`config.mk`:
```
export PLATFORM = sky130hd
export DESIGN_NAME = stack_transfer_sequencer
export DESIGN_NICKNAME = d
export VERILOG_FILES = /design/src/rtl/stack_transfer_sequencer_pkg.sv /design/src/rtl/reglist_priority_encoder.sv /design/src/rtl/stack_transfer_sequencer.sv
export SDC_FILE = /design/constraint.sdc
export NUM_CORES = 1
export LEC_CHECK = 0
export CORE_UTILIZATION = 48
export DETAILED_ROUTE_END_ITERATION = 7
export PLACE_DENSITY = 0.88
export SETUP_SLACK_MARGIN = 0.3
export SLEW_MARGIN = 5
export SYNTH_ARGS = -nofsm -noshare
export SYNTH_HDL_FRONTEND = slang
export SYNTH_SLANG_ARGS = --single-unit
```
`constraint.sdc`:
```
create_clock -name fast_clock -period 7.8 [get_ports fast_clock]
set_clock_uncertainty 0.05 [all_clocks]
set_input_delay 1.56 -clock fast_clock [delete_from_list [all_inputs] [get_ports fast_clock]]
set_output_delay 1.56 -clock fast_clock [all_outputs]
set_load 0.05 [all_outputs]
```
`src/rtl/stack_transfer_sequencer_pkg.sv`:
```
// Shared types and constants for the PUSH/POP register-list sequencer.
// Register indices follow this codebase's bank numbering.
package stack_seq_pkg;

  typedef enum logic [1:0] {
    S_IDLE   = 2'd0,
    S_XFER   = 2'd1,
    S_WB     = 2'd2,
    S_FINISH = 2'd3
  } state_e;

  // Which register-bank port the sequencer is exercising this cycle.
  typedef enum logic [1:0] {
    BANK_NONE  = 2'd0,
    BANK_READ  = 2'd1,
    BANK_WRITE = 2'd2,
    BANK_PC    = 2'd3
  } bank_op_e;

  localparam int LR_INDEX_DEF = 13;
  localparam int SP_INDEX_DEF = 14;
  localparam int PC_INDEX_DEF = 15;

endpackage

```
`src/rtl/reglist_priority_encoder.sv`:
```
// Lowest-set-bit encoder for the remaining register mask.
module reglist_priority_encoder
  import stack_seq_pkg::*;
#(
  parameter int WIDTH = 9,
  parameter int IDX_W = 4
) (
  input  logic [WIDTH-1:0] mask_i,
  output logic [IDX_W-1:0] index_o,
  output logic             valid_o
);

  // Scanning downwards lets the lowest set bit win.
  always_comb begin
    index_o = '0;
    valid_o = 1'b0;
    for (int i = WIDTH - 1; i >= 0; i--) begin
      if (mask_i[i]) begin
        index_o = IDX_W'(i);
        valid_o = 1'b1;
      end
    end
  end

endmodule

```
`src/rtl/stack_transfer_sequencer.sv`:
```
// Walks a PUSH/POP register list one word at a time, driving memory,
// the register bank, the PC load and the final SP update.
module stack_transfer_sequencer
  import stack_seq_pkg::*;
#(
  parameter int REGISTER_LENGTH = 32,
  parameter int LIST_WIDTH      = 8,
  parameter int LR_INDEX        = LR_INDEX_DEF,
  parameter int PC_INDEX        = PC_INDEX_DEF
) (
  input  logic                       fast_clock,
  input  logic                       reset,
  input  logic                       start,
  input  logic                       is_pop,
  input  logic [LIST_WIDTH-1:0]      reg_list,
  input  logic                       extra_bit,
  input  logic [REGISTER_LENGTH-1:0] sp_in,
  input  logic [REGISTER_LENGTH-1:0] rf_rdata,
  input  logic [REGISTER_LENGTH-1:0] mem_rdata,
  input  logic                       mem_ack,
  output logic                       busy,
  output logic                       done,
  output logic [3:0]                 rf_index,
  output logic                       rf_we,
  output logic [REGISTER_LENGTH-1:0] rf_wdata,
  output logic                       pc_we,
  output logic [REGISTER_LENGTH-1:0] pc_value,
  output logic                       mem_req,
  output logic                       mem_we,
  output logic [REGISTER_LENGTH-1:0] mem_addr,
  output logic [REGISTER_LENGTH-1:0] mem_wdata,
  output logic                       sp_we,
  output logic [REGISTER_LENGTH-1:0] new_sp,
  output state_e                     dbg_state,
  output bank_op_e                   dbg_bank_op
);

  localparam int MASK_W = LIST_WIDTH + 1;
  localparam int RL     = REGISTER_LENGTH;

  state_e              state_q;
  logic [MASK_W-1:0]   mask_q, mask_d, start_mask;
  logic                pop_q, pop_d, busy_q, done_q, sp_we_q, rf_we_q, pc_we_q;
  logic                mem_req_q, mem_we_q, enc_valid, cur_is_extra;
  logic [RL-1:0]       sp_final_q, data_q, new_sp_q, mem_addr_q, n_ext;
  logic [3:0]          rf_index_q, enc_idx, next_index, n_count;

  assign start_mask   = {extra_bit, reg_list};
  assign pop_d        = (state_q == S_IDLE) ? is_pop : pop_q;
  assign cur_is_extra = mask_q[MASK_W-1] && (mask_q[MASK_W-2:0] == '0);
  assign n_ext        = RL'(n_count);

  always_comb begin
    n_count = '0;
    for (int i = 0; i < MASK_W; i++) n_count = n_count + {3'b000, start_mask[i]};
  end

  // Mask as it will be after this edge; clearing the lowest set bit retires a transfer.
  always_comb begin
    mask_d = mask_q;
    case (state_q)
      S_IDLE:  mask_d = start_mask;
      S_XFER:  if (mem_ack) mask_d = mask_q & (mask_q - MASK_W'(1));
      default: mask_d = mask_q;
    endcase
  end

  reglist_priority_encoder #(.WIDTH(MASK_W), .IDX_W(4)) u_enc (
    .mask_i  (mask_d),
    .index_o (enc_idx),
    .valid_o (enc_valid)
  );

  assign next_index = (enc_idx == 4'(LIST_WIDTH)) ? (pop_d ? 4'(PC_INDEX) : 4'(LR_INDEX))
                                                  : enc_idx;

  // Memory handshake: mem_req is a valid that stays high, with mem_addr, mem_we and
  // rf_index frozen, until the cycle mem_ack is seen; mem_ack is the ready and is
  // ignored in every state except XFER.
  always_ff @(posedge fast_clock) begin
    if (reset) begin
      state_q    <= S_IDLE;
      mask_q     <= '0;
      pop_q      <= 1'b0;
      sp_final_q <= '0;
      data_q     <= '0;
      busy_q     <= 1'b0;
      done_q     <= 1'b0;
      sp_we_q    <= 1'b0;
      new_sp_q   <= '0;
      rf_we_q    <= 1'b0;
      pc_we_q    <= 1'b0;
      rf_index_q <= '0;
      mem_req_q  <= 1'b0;
      mem_we_q   <= 1'b0;
      mem_addr_q <= '0;
    end else begin
      done_q  <= 1'b0;
      sp_we_q <= 1'b0;
      rf_we_q <= 1'b0;
      pc_we_q <= 1'b0;
      case (state_q)
        S_IDLE: if (start) begin
          busy_q     <= 1'b1;
          pop_q      <= is_pop;
          mask_q     <= mask_d;
          sp_final_q <= is_pop ? sp_in + n_ext : sp_in - n_ext;
          if (enc_valid) begin
            state_q    <= S_XFER;
            mem_req_q  <= 1'b1;
            mem_we_q   <= !is_pop;
            mem_addr_q <= is_pop ? sp_in : sp_in - n_ext;
            rf_index_q <= next_index;
          end else begin
            state_q  <= S_FINISH;
            done_q   <= 1'b1;
            sp_we_q  <= 1'b1;
            new_sp_q <= sp_in;
          end
        end
        S_XFER: if (mem_ack) begin
          mask_q <= mask_d;
          if (pop_q) begin
            state_q   <= S_WB;
            mem_req_q <= 1'b0;
            data_q    <= mem_rdata;
            if (cur_is_extra) pc_we_q <= 1'b1;
            else              rf_we_q <= 1'b1;
          end else if (enc_valid) begin
            mem_addr_q <= mem_addr_q + RL'(1);
            rf_index_q <= next_index;
          end else begin
            state_q   <= S_FINISH;
            mem_req_q <= 1'b0;
            mem_we_q  <= 1'b0;
            done_q    <= 1'b1;
            sp_we_q   <= 1'b1;
            new_sp_q  <= sp_final_q;
          end
        end
        S_WB: begin
          if (enc_valid) begin
            state_q    <= S_XFER;
            mem_req_q  <= 1'b1;
            mem_addr_q <= mem_addr_q + RL'(1);
            rf_index_q <= next_index;
          end else begin
            state_q  <= S_FINISH;
            done_q   <= 1'b1;
            sp_we_q  <= 1'b1;
            new_sp_q <= sp_final_q;
          end
        end
        S_FINISH: begin
          state_q  <= S_IDLE;
          busy_q   <= 1'b0;
          new_sp_q <= '0;
        end
        default: state_q <= S_IDLE;
      endcase
    end
  end

  always_comb begin
    dbg_bank_op = BANK_NONE;
    if (pc_we_q)                 dbg_bank_op = BANK_PC;
    else if (rf_we_q)            dbg_bank_op = BANK_WRITE;
    else if (mem_req_q && !pop_q) dbg_bank_op = BANK_READ;
  end

  assign busy      = busy_q;
  assign done      = done_q;
  assign rf_index  = rf_index_q;
  assign rf_we     = rf_we_q;
  assign rf_wdata  = data_q;
  assign pc_we     = pc_we_q;
  assign pc_value  = data_q;
  assign mem_req   = mem_req_q;
  assign mem_we    = mem_we_q;
  assign mem_addr  = mem_addr_q;
  assign mem_wdata = (mem_req_q && !pop_q) ? rf_rdata : '0;
  assign sp_we     = sp_we_q;
  assign new_sp    = new_sp_q;
  assign dbg_state = state_q;

endmodule
```
---- Yosys cells after proc, flatten, opt, wreduce, memory -nomap -nowiden ----
Cells that the tools add are included.
word-level totals
  register bits after elaboration ......... 150
  output and inout port bits .............. 175
  word-level logic and storage cells ...... 136
cells by class
  $add $sub $neg .......................... 12
  mux-type cells .......................... 75
  bitwise logic cells ..................... 4
  reduce and logical (&&, ||, !) cells .... 20
  eq/ne operators ......................... 11
operators with widths
  kind                     count
  $mux W32                 13
  $pmux W32 S4             1
  $pmux W32 S3             1
  $mux W4                  14
  $pmux W9 S2              2
  $add A32 B1 Y32 const B  1
  $add A32 B4 Y32          1
  $sub A32 B4 Y32          1
  $mux W1                  27
  $mux W9                  3
  $add A4 B1 Y4            5
  $mux W2                  8
  $ne A2 B2 Y1 const B     6
  $pmux W4 S3              1
  $reduce_and A4 Y1        3
  $and A9 B9 Y9            1
  $reduce_and A3 Y1        3
  $sub A9 B1 Y9 const B    1
  $logic_not A8 Y1         1
  $pmux W2 S4              1
  $pmux W1 S3              2
  $reduce_and A6 Y1        1
  $reduce_and A5 Y1        1
  $add A3 B1 Y4            1
  other kinds (15)         23

---- Depth between registers and ports, before layout ----
Gate-level depths: netlist (run 1).
  depth after elaboration ................. 19
  mapped depth ............................ 18
  gate-level depth less buffers ........... 17

---- Hierarchy ----
From an unflattened synthesis (run 1), not the netlist that was laid out.
second synthesis, totals
  cells, all modules ...................... 1235
  area total of the unflattened synthesis .. 9379.0 sq um
by module, submodules not included
  module                    instances  seq. area each (sq um)  area each (sq um)  cells each
  stack_transfer_sequencer  1          3002.9                  9280.2             1220
  reglist_priority_encoder  1          0.0                     98.8               15

---- Worst setup path before layout (run 1) ----
Ideal clock, no wire load.
  path type ............................... input -> register
  from .................................... input port reg_list[0]
  to ...................................... register sp_final_q[25]
  required time ........................... 7.680 ns
  path slack .............................. 1.597 ns
  path buffers ............................ 1
  cell stages on the path ................. 17
  arrival time ............................ 6.083 ns
  cells stage by stage .................... inv_1 -> fa_1 -> fa_1 -> fa_1 -> fa_1 -> fa_1 -> xnor2_1 -> inv_1 -> ha_1 -> or3_1 -> o221a_2 -> or3_1 -> clkbuf_1 -> o41ai_1 -> xor2_1 -> nand2_1 -> a21oi_1
between the ends
  word-level cells in the longest chain between the ends .. 10
RTL lines
  what                                                       line                             text
  start: declaration                                         stack_transfer_sequencer.sv:15   input logic [LIST_WIDTH-1:0] reg_list,
  $add A1 B1 Y2 (*)                                          stack_transfer_sequencer.sv:55   for (int i = 0; i < MASK_W; i++) n_count = n_count + {3'b000, start_mask[i]};
  $add A2 B1 Y3 (*)                                          stack_transfer_sequencer.sv:55
  $add A3 B1 Y4 (*)                                          stack_transfer_sequencer.sv:55
  $add A4 B1 Y4 (*) (5 in series)                            stack_transfer_sequencer.sv:55
  $sub A32 B4 Y32 / $add A32 B4 Y32 (equally long branches)  stack_transfer_sequencer.sv:107  sp_final_q <= is_pop ? sp_in + n_ext : sp_in - n_ext;
  $mux W32 (*)                                               stack_transfer_sequencer.sv:107
  end signal: assignment                                     stack_transfer_sequencer.sv:107
  end: declaration                                           stack_transfer_sequencer.sv:45   logic [RL-1:0] sp_final_q, data_q, new_sp_q, mem_addr_q, n_ext;
Mark *: on every way between the ends. The rest lies on a longest branch, timed or not.
A chain may end at the register's enable or synchronous reset.

---- Worst setup path after layout (run 1) ----
  from .................................... input port reg_list[3]
  to ...................................... register mem_addr_q[25], in the netlist mem_addr[25]
between the ends
  word-level cells in the longest chain between the ends .. 11
RTL lines
  what                         line                             text
  $add A3 B1 Y4                stack_transfer_sequencer.sv:55
  $add A4 B1 Y4 (5 in series)  stack_transfer_sequencer.sv:55
  $sub A32 B4 Y32              stack_transfer_sequencer.sv:112  mem_addr_q <= is_pop ? sp_in : sp_in - n_ext;
  $mux W32                     stack_transfer_sequencer.sv:112
  $mux W32                     stack_transfer_sequencer.sv:108  if (enc_valid) begin
  $mux W32                     stack_transfer_sequencer.sv:103  S_IDLE: if (start) begin
  $pmux W32 S3                 stack_transfer_sequencer.sv:102  case (state_q)
  end signal: assignment       stack_transfer_sequencer.sv:112
  end signal: assignment       stack_transfer_sequencer.sv:130  mem_addr_q <= mem_addr_q + RL'(1);
  end signal: assignment       stack_transfer_sequencer.sv:145  mem_addr_q <= mem_addr_q + RL'(1);
  end: declaration             stack_transfer_sequencer.sv:45
Several ways; a longest one is shown, not always the timed one. The select of a mux whose other input is x is not followed.

==> results by group, run 1 <==
Outcome
  • Outcome: complete, no violations

Setup path
  • Setup CP Type: in2reg
  • Launch point of the worst path: reg_list[3]
  • Critical path fanouts, max: 11
  • Kind of end point of the critical path: flip-flop
  • Data arrival time of the critical path: 7060 ps
  • Kind of start point of the critical path: primary input
  • Startpoint of the lowest-slack register-to-register path: dbg_state[0]$_SDFFE_PP0P_
  • Register-to-Register Path Depth: 10
  • Data required time at the worst endpoint: 8100 ps

Die
  • Chip width: 139.9 um
  • Die Ht: 139.9 um
  • I/O pins: 285
  • Initial Util: 48.96%
  • Core box area: 18640 um2
  • FP Rows: 50
  • Total Die Area: 19570 um2

Global routing
  • Global-route wire length before repair: 45990 um
  • Global route total overflow: 0
  • Antenna violations before repair: 0
  • Largest net degree at the start of global routing: 73
  • Overall Global Routing Usage: 29.49%
  • Vias in the first global route: 8541

Drt
  • Average wire per cell in the routed design: 17.87 um
  • Vias per inst: 5.805
  • First-pass iteration count of the detailed router: 8
  • Number of antenna-violating nets in the routed design: 0
  • First-iteration detailed-routing DRC count: 697
  • Remaining routing DRC violations: 0
  • Via count: 9369
  • Total Routed Length: 28840 um

STA
  • Worst relative slew slack: 18.72%
  • Number of hold violations in the final report: 0
  • Hold slack final: 402.1 ps
  • Setup repair after global routing missed its margin: false
  • Ratio of final minimum period to clock period: 86.69%
  • Sum of negative setup slack: 0 ps
  • Least-Margin Pin Slew: 1216 ps
  • Final critical delay including setup and external delays: 6762 ps
  • # setup viols final: 0
  • Number of slew-limit violations in the final report: 0
  • Upper clock frequency limit: 0.1479 GHz

Hold path
  • Type of the tightest min-delay check: reg2reg
  • Min-Delay Startpoint: sp_final_q[26]$_SDFFE_PP0P_
  • Cell count of the worst hold path: 2

Power and ir drop
  • Worst IR drop on VDD: 0.2264 mV
  • Power density of the placed cells: 329.1 nW/um2
  • Leakage power of the design: 4.444 nW
  • Final Power: 4.053 mW

Clocking
  • Post-cts gate resize count: 0
  • Number of setup buffers added after CTS: 0
  • Post-CTS Hold Fix Bufs: 0
  • Bufs on Longest Clock Path: 2
  • Clock buffers created by TritonCTS: 17
  • Clock root cell: sky130_fd_sc_hd__clkbuf_16
  • H-tree levels: 4
  • TritonCTS clock tree: done
  • Clock latency on the worst-skew pair: 430 ps
  • Sinks on Clock Net: 150
  • CTS clock-pin slew for the worst setup and hold paths: 70 ps

Placement
  • Placed Instance Area: 11750 um2
  • Weighted congestion at the end of routability-driven global placement: 0.9439
  • Total of buffers placed on input and output ports: 284
  • HPWL after detailed placement: 21040 um
  • Number of cells in the design after placement: 1582

Run
  • MaxCap Viol Count: 0

Synth
  • Number of nets produced by synthesis: 1314
  • Largest area contributor in the netlist: sky130_fd_sc_hd__dfxtp_1
  • Number of warnings printed during yosys synthesis: 0
  • Post-Syn Area: 9128 um2
  • Fraction of registers with async set/reset: 0%
  • Post-synth top area share: 32.90%
  • Number of synthesized flops with an enable pin: 0
  • Gate Count Post-Synth: 1181
  • Main area contributors after synthesis: sky130_fd_sc_hd__dfxtp_1 33%, sky130_fd_sc_hd__nand2_1 7.6%, sky130_fd_sc_hd__a21oi_1 6.1%
  • Post-synthesis average cell area: 7.729 um2
  • Register area share after synthesis: 32.90%
  • Count of different cell masters after synthesis: 70
  • Post-synth top flop: sky130_fd_sc_hd__dfxtp_1
  • Flip-flop and latch count after synthesis: 150

Layout
  • Final instance count without filler cells: 1614
  • Area growth from synthesis to layout: 34.94%
  • Diodes inserted: 0
  • Share of layout cells above drive strength 1: 4.928%
  • Number of inserted filler cells in the final layout: 1551
  • # nets final: 1500
  • Post-route standard cell area excluding fillers: 12320 um2
[stage by stage]
| stage | setup WS (ps) | util, % |
|---|---|---|
| after floorplan | 1597 | - |
| after global placement | 806.4 | 63.02 |
| after detailed placement | 644.2 | 63.02 |
| after CTS | 1067 | 66.07 |
| after global routing | 759.4 | 66.07 |
| final | 1038 | 66.07 |
[critical path, cell delays in order]
cell,delay [ps]
sky130_fd_sc_hd__clkdlybuf4s50_1,520
sky130_fd_sc_hd__inv_1,70
sky130_fd_sc_hd__fa_1,450
sky130_fd_sc_hd__fa_1,530
sky130_fd_sc_hd__fa_1,440
sky130_fd_sc_hd__fa_1,440
sky130_fd_sc_hd__fa_1,400
sky130_fd_sc_hd__xnor2_1,210
sky130_fd_sc_hd__inv_1,70
sky130_fd_sc_hd__ha_1,250
sky130_fd_sc_hd__or3_1,350
sky130_fd_sc_hd__o221a_2,330
sky130_fd_sc_hd__or3_1,560
sky130_fd_sc_hd__nor4_1,330
sky130_fd_sc_hd__xor2_1,200
sky130_fd_sc_hd__o22ai_1,100
sky130_fd_sc_hd__a211oi_1,240
[layout by cell type, fill, tap and decap left out, types with 7 or more instances in the layout]
master,synthesis,layout
sky130_fd_sc_hd__a31oi_1,12,12
sky130_fd_sc_hd__fa_1,7,7
sky130_fd_sc_hd__inv_1,36,36
sky130_fd_sc_hd__nand2b_1,10,10
sky130_fd_sc_hd__o211ai_1,7,7
sky130_fd_sc_hd__nor4_1,12,12
sky130_fd_sc_hd__ha_1,16,15
sky130_fd_sc_hd__and3_1,10,10
sky130_fd_sc_hd__nand2_1,184,184
sky130_fd_sc_hd__clkdlybuf4s50_1,0,283
sky130_fd_sc_hd__mux2i_1,38,38
sky130_fd_sc_hd__nor3_1,19,19
sky130_fd_sc_hd__clkbuf_16,0,17
sky130_fd_sc_hd__dfxtp_1,150,150
sky130_fd_sc_hd__or3_1,16,16
sky130_fd_sc_hd__o2bb2ai_1,34,34
sky130_fd_sc_hd__buf_4,33,13
sky130_fd_sc_hd__a211oi_1,31,31
sky130_fd_sc_hd__xnor2_1,26,26
sky130_fd_sc_hd__o22ai_1,8,8
sky130_fd_sc_hd__or2_2,8,8
sky130_fd_sc_hd__and2_1,37,37
sky130_fd_sc_hd__o21ai_0,52,52
sky130_fd_sc_hd__a21oi_1,112,111
sky130_fd_sc_hd__nand4_1,21,21
sky130_fd_sc_hd__nor2_1,52,52
sky130_fd_sc_hd__nand3_1,40,40
sky130_fd_sc_hd__xor2_1,29,29
[state kept, by name, summed over array words and instances (netlist names)]
signal,flops
busy,1
pc_value,32
dbg_state,2
rf_index,4
pop_q,1
mem_we,1
sp_final_q,32
mem_addr,32
sp_we,1
mem_req,1
pc_we,1
new_sp,32
mask_q,9
rf_we,1
[cells in the mapped netlist (all sizes together) (3+ instances only)]
cell type / count
a32oi: 4
xnor2: 26
o21a: 5
o211ai: 7
o2bb2ai: 34
inv: 36
o21ai: 54
nor3: 20
nor2b: 3
clkbuf: 86
nor4: 13
a22oi: 3
or3: 16
ha: 16
and4: 6
a31oi: 12
mux2i: 38
o31ai: 7
o32ai: 4
nand4: 21
fa: 7
nand2b: 10
a21oi: 113
nand3: 40
xor2: 29
or2: 8
o22ai: 8
nor2: 52
a211oi: 31
o31a: 4
a21o: 4
nand2: 184
a221oi: 4
or4: 6
buf: 43
and3: 10
and2: 37
dfxtp: 150
[per-layer routing]
metal	GRT usage, %	wire [um]	vias to the layer above
met2	49.45	13700	441
met5	0	0	-
met4	13.48	1134	0
met3	5.778	2056	70
li1	-	-	4529
met1	36.56	11950	4329
[logic make-up after synthesis]
| logic type | count (synthesis) | synth area share, % |
|---|---|---|
| AO/OA/AOI/OAI | 316 | 22.40 |
| flip-flops | 150 | 32.90 |
| XOR/XNOR | 55 | 5.278 |
| buffers and inverters | 165 | 8.293 |
| multiplexers | 39 | 4.291 |
| AND/OR/NAND/NOR | 433 | 23.11 |
| adder cells (fa/ha/maj) | 23 | 3.729 |
[path summary, 6_finish.rpt]
path	slack (ps)	endpoint
setup / recovery	1040	mem_addr[25]$_SDFFE_PP0P_
hold / removal	400	sp_final_q[26]$_SDFFE_PP0P_
setup reg to reg	3480	mem_addr[22]$_SDFFE_PP0P_
hold reg to reg	400	sp_final_q[26]$_SDFFE_PP0P_
[layout make-up]
type,instances,area (um2),share of cell area [%]
Multi-Input combinational cell,866,5388,43.74
Sequential cell,150,3003,24.38
Timing Repair Buffer,296,2930,23.79
Clock buffer,19,442.9,3.596
Tap cell,234,292.8,2.377
Inverter,36,135.1,1.097
Clock inverter,13,125.1,1.016
[where the power goes]
group | switching (mW) | leakage (nW) | internal (mW)
registers | 0.170 | 1.22 | 0.925
logic | 1.41 | 2.95 | 0.747
clock network | 0.348 | 0.274 | 0.451
No activity file was read; power rests on OpenSTA's default activity.
==> inputs of run 2 (changes only) <==
--- a/config.mk
+++ b/config.mk
@@ -13,3 +13,4 @@
 export SYNTH_ARGS = -nofsm -noshare
 export SYNTH_HDL_FRONTEND = slang
 export SYNTH_SLANG_ARGS = --single-unit
+export TNS_END_PERCENT = 10
==> results of run 2 <==
Final layout, timing and power as in run 1 (identical DEF).
